<file path="src/rtl/rob_alloc_ctrl.sv">
// Reorder-buffer tag allocator/retirer for a 2-wide rename stage.
// Hands out up to two tags per cycle, frees up to two at commit, and recovers the tail on a flush.
module rob_alloc_ctrl #(
    parameter int DEPTH = 32,
    parameter int PTR_W = 5
) (
    input  logic             clk,
    input  logic             rst,
    input  logic             recover,
    input  logic             stall_in,
    input  logic             alloc1_req,
    input  logic             alloc2_req,
    input  logic             com1_en,
    input  logic             com2_en,
    output logic [PTR_W-1:0] alloc1_tag,
    output logic [PTR_W-1:0] alloc2_tag,
    output logic             alloc_grant,
    output logic             stall_RNR,
    output logic [PTR_W-1:0] head_tag,
    output logic [PTR_W:0]   count,
    output logic             empty,
    output logic             full,
    output logic             err
);

    typedef enum logic {RUN, FLUSH} state_t;

    localparam logic [PTR_W:0] DEPTH_W = DEPTH[PTR_W:0];

    // Pointers carry the wrap bit in the MSB, so a plain add toggles it on roll-over.
    state_t           state_reg;
    logic [PTR_W:0]   head_ptr_reg;
    logic [PTR_W:0]   tail_ptr_reg;
    logic             err_reg;

    logic [1:0]       need;
    logic [1:0]       ret;
    logic [PTR_W:0]   need_ext;
    logic [PTR_W:0]   ret_ext;
    logic [PTR_W:0]   free_cnt;
    logic [PTR_W:0]   head_ptr_next;
    logic             ret_bad;
    logic [PTR_W-1:0] tail_idx;

    assign count    = tail_ptr_reg - head_ptr_reg;
    assign free_cnt = DEPTH_W - count;
    assign need     = {1'b0, alloc1_req} + {1'b0, alloc2_req};
    assign ret      = {1'b0, com1_en} + {1'b0, com1_en & com2_en};
    assign need_ext = {{(PTR_W-1){1'b0}}, need};
    assign ret_ext  = {{(PTR_W-1){1'b0}}, ret};

    assign ret_bad       = (com2_en & ~com1_en) | (ret_ext > count);
    assign head_ptr_next = ret_bad ? head_ptr_reg : head_ptr_reg + ret_ext;

    assign tail_idx   = tail_ptr_reg[PTR_W-1:0];
    assign alloc1_tag = tail_idx;
    assign alloc2_tag = alloc1_req ? tail_idx + {{(PTR_W-1){1'b0}}, 1'b1} : tail_idx;

    // Allocation sees only the registered count; same-cycle retirement frees space next cycle.
    assign alloc_grant = (state_reg == RUN) & ~recover & ~stall_in & (need != 2'd0)
                       & (free_cnt >= need_ext);
    assign stall_RNR   = (state_reg == FLUSH) | ((state_reg == RUN) & (need_ext > free_cnt));

    assign head_tag = head_ptr_reg[PTR_W-1:0];
    assign empty    = (count == '0);
    assign full     = (count == DEPTH_W);
    assign err      = err_reg;

    always_ff @(posedge clk) begin
        if (rst) begin
            state_reg    <= RUN;
            head_ptr_reg <= '0;
            tail_ptr_reg <= '0;
            err_reg      <= 1'b0;
        end else begin
            head_ptr_reg <= head_ptr_next;
            err_reg      <= err_reg | ret_bad;
            case (state_reg)
                RUN: begin
                    if (recover) begin
                        state_reg    <= FLUSH;
                        tail_ptr_reg <= head_ptr_next;
                    end else if (alloc_grant) begin
                        tail_ptr_reg <= tail_ptr_reg + need_ext;
                    end
                end
                FLUSH: begin
                    if (recover) begin
                        tail_ptr_reg <= head_ptr_next;
                    end else begin
                        state_reg <= RUN;
                    end
                end
                default: state_reg <= RUN;
            endcase
        end
    end

endmodule

</file>
<file path="config.mk">
export PLATFORM = sky130hd
export DESIGN_NAME = rob_alloc_ctrl
export DESIGN_NICKNAME = d
export VERILOG_FILES = /design/src/rtl/rob_alloc_ctrl.sv
export SDC_FILE = /design/constraint.sdc
export NUM_CORES = 1
export LEC_CHECK = 0
export ABC_AREA = 0
export BUFFER_PORTS_ARGS = -buffer_cell sky130_fd_sc_hd__buf_4
export CAP_MARGIN = 25
export CORE_UTILIZATION = 52
export CTS_BUF_LIST = sky130_fd_sc_hd__clkbuf_8
export CTS_CLUSTER_DIAMETER = 200
export CTS_CLUSTER_SIZE = 8
export DETAILED_ROUTE_END_ITERATION = 10
export HOLD_SLACK_MARGIN = 0.05
export PLACE_DENSITY = 0.78
export SLEW_MARGIN = 20
export SYNTH_ARGS = -nofsm -noshare
export SYNTH_HDL_FRONTEND = slang
export SYNTH_SLANG_ARGS = --single-unit
</file>
<file path="constraint.sdc">
create_clock -name clk -period 10.2 [get_ports clk]
set_clock_uncertainty 0.2 [all_clocks]
set_input_delay 2.04 -clock clk [delete_from_list [all_inputs] [get_ports clk]]
set_output_delay 2.04 -clock clk [all_outputs]
set_load 0.01 [all_outputs]
</file>
==> impl_metrics.tcl <==
set metrics [dict create \
    first_global_vias 1402 \
    synth_seq_cells 14 \
    tightestPinTransition_ns 0.777 \
    path_cells "buf_4, ha_1, ha_1, a21oi_1, a211oi_2, a211oi_1, buf_4" \
    initial_utilization 0.561 \
    cp_top_family "adder cells" \
    fin_ws_ns 4.50 \
    core_um2 3100 \
    synthArstFlopShare 0 \
    yosysTopAreaCell "dfxtp_1" \
    layout-drive-gt1-share 0.201 \
    cts_hold_buf 0 \
    drtIter0Drc 93 \
    cts_tree "done" \
    numClockSinks 14 \
    netlist_area_um2 1740 \
    clockBufferDepth 2 \
    grt_pass1_wl_um 6620 \
    antenna_found_initial 0 \
    hold_path.class "reg -> reg" \
    crit_required_ns 7.96 \
    setup_viol 0 \
    grt_max_degree 16 \
    final_max_slew_viol_count 0 \
    overflow 0 \
    boundaryPins 34 \
    cap_violations 0 \
    place.gp.congestion 0.842 \
    synth_most_common_cell "nor2_1" \
    power.leakage_nw 0.856 \
    crit_fanout 7 \
    cts_setup_buffers 0 \
    slowest_stage "ha_1" \
    wl_per_cell_um 14.5 \
    dr.pass1.iters 4 \
    die_h_um 59.9 \
    grtUsageTotal 0.245 \
    area_growth_pct 13.9 \
    ys_warn_count 0 \
    yosysSeqAreaShare 0.161 \
    avgSynthCellArea_um2 7.95 \
    stdcell_count 283 \
    wl_um 4090 \
    nFillCells 320 \
    row_count 20 \
    syn-num-nets 247 \
    crit_path_end_kind "primary output" \
    ys.flop_type "dfxtp_1" \
    die_area_um2 3590 \
    cts_buffers 3 \
    ir_drop_uv 98.2 \
    cts-root-buf "clkbuf_8" \
    port_buffers 33 \
    die_w_um 59.9 \
    dp.cells 280 \
    synth_top_area_frac 0.161 \
    dp.final_hpwl_um 3200 \
    p_per_area_nw_per_um2 199 \
    cts-resized-gates 0 \
    fmax_mhz 176 \
    slowest_delay_ns 0.33 \
    nets 269 \
    rsz0062_at_grt "no" \
    clock_latency_ns 0.25 \
    slew_headroom 0.474 \
    timing.hold.ws_ns 0.269 \
    ant_nets 0 \
    layout_min_cycle_time_ns 5.70 \
    status "completed" \
    hold_violations 0 \
    cp.arrival_ns 3.46 \
    critPathBufInv 2 \
    yosys-top-cells-count "nor2_1 (22), inv_1 (21), ha_1 (17)" \
    htreeDepth 1 \
    synth_cell_types 54 \
    fin_crit_sh 0.558 \
    drt-vias-per-instance 5.80 \
    setup_tns_ns 0 \
    syn_inst 219 \
    drc 0 \
    antenna_cells 0 \
    via_count 1641 \
    path_class "in -> out" \
    clkTransAtPathRegs_ns 0.05 \
    ys_top_cells_by_area "dfxtp_1 (16%), ha_1 (12%), nor2_1 (4.7%), inv_1 (4.5%), xnor2_1 (4.5%)" \
    synth_edf_count 0 \
    pre_cts_slack_ns 4.53 \
    cp-start-kind "input pin" \
]
==> logic make-up after synthesis <==
logic type,after synthesis,synth area share
AND/OR/NAND/NOR,73,0.220
AO/OA/AOI/OAI,54,0.235
buffers and inverters,37,0.103
adder cells (fa/ha/maj),20,0.157
XOR/XNOR,14,0.0790
flip-flops,14,0.161
multiplexers,7,0.0453
==> routing by layer <==
metal | part of all wire | global-route usage
met4 | 0.0093 | 0.0432
met1 | 0.46 | 0.337
met5 | 0 | 0
met3 | 0.060 | 0.0476
met2 | 0.47 | 0.402
==> final cells by class <==
class | count | area, um2 | area share
multi-input combinational | 168 | 1280 | 0.646
tap | 44 | 55.1 | 0.0277
clock buffer | 3 | 41.3 | 0.0208
sequential | 14 | 280 | 0.141
inverter | 21 | 78.8 | 0.0397
timing repair buffer | 33 | 248 | 0.125
==> worst min-delay path, stage by stage (launching register included) <==
cell	delay, ns
dfxtp_1	0.32
nor2_1	0.05
nor2_1	0.07
==> cell usage in the layout (no fill, tap or decap), types with 2 or more instances in the layout <==
master and n:
nor3_1 3, a221o_1 2, nand2_1 11, xor2_1 3, o22ai_1 3, nor4_1 2
inv_1 21, o21ai_0 5, and2_1 2, o211ai_1 6, buf_4 33, clkbuf_8 3
xnor2_1 9, nand4_1 2, dfxtp_1 14, nand2b_1 6, nand3_1 5, fa_1 3
a211oi_1 6, a21o_1 3, nor2b_1 10, a21oi_1 13, ha_1 17, nand3b_1 2
nor2_1 22, mux2i_1 5, or2_2 2
==> path summary, 6_finish.rpt <==
path / cells past startpoint / slack [ns] / end / from
worst max-delay path: 7 / 4.50 / alloc_grant / alloc1_req
worst min-delay path: 2 / 0.27 / err / err
worst min register to register: 2 / 0.27 / err / err
worst max register to register: 10 / 6.43 / tail_ptr_reg[3] / tail_ptr_reg[0]
==> stage by stage <==
| step | total power [mW] | util | cell area (um2) |
|---|---|---|---|
| final | 0.395 | 0.640 | 1980 |
| after global routing | 0.428 | 0.640 | 1980 |
| after CTS | 0.395 | 0.640 | 1980 |
| after detailed placement | 0.350 | 0.626 | 1940 |
| after global placement | 0.347 | 0.626 | 1940 |
| after floorplan | 0.274 | - | 1740 |
==> power by group <==
part	total, mW	internal (mW)	leakage (nW)	switching [mW]
Sequential	0.0718	0.0614	0.115	0.0105
Combinational	0.280	0.126	0.720	0.154
Clock	0.0439	0.0260	0.0216	0.0179
Total	0.395	0.213	0.856	0.182
Power figures use the tool's default switching activity.
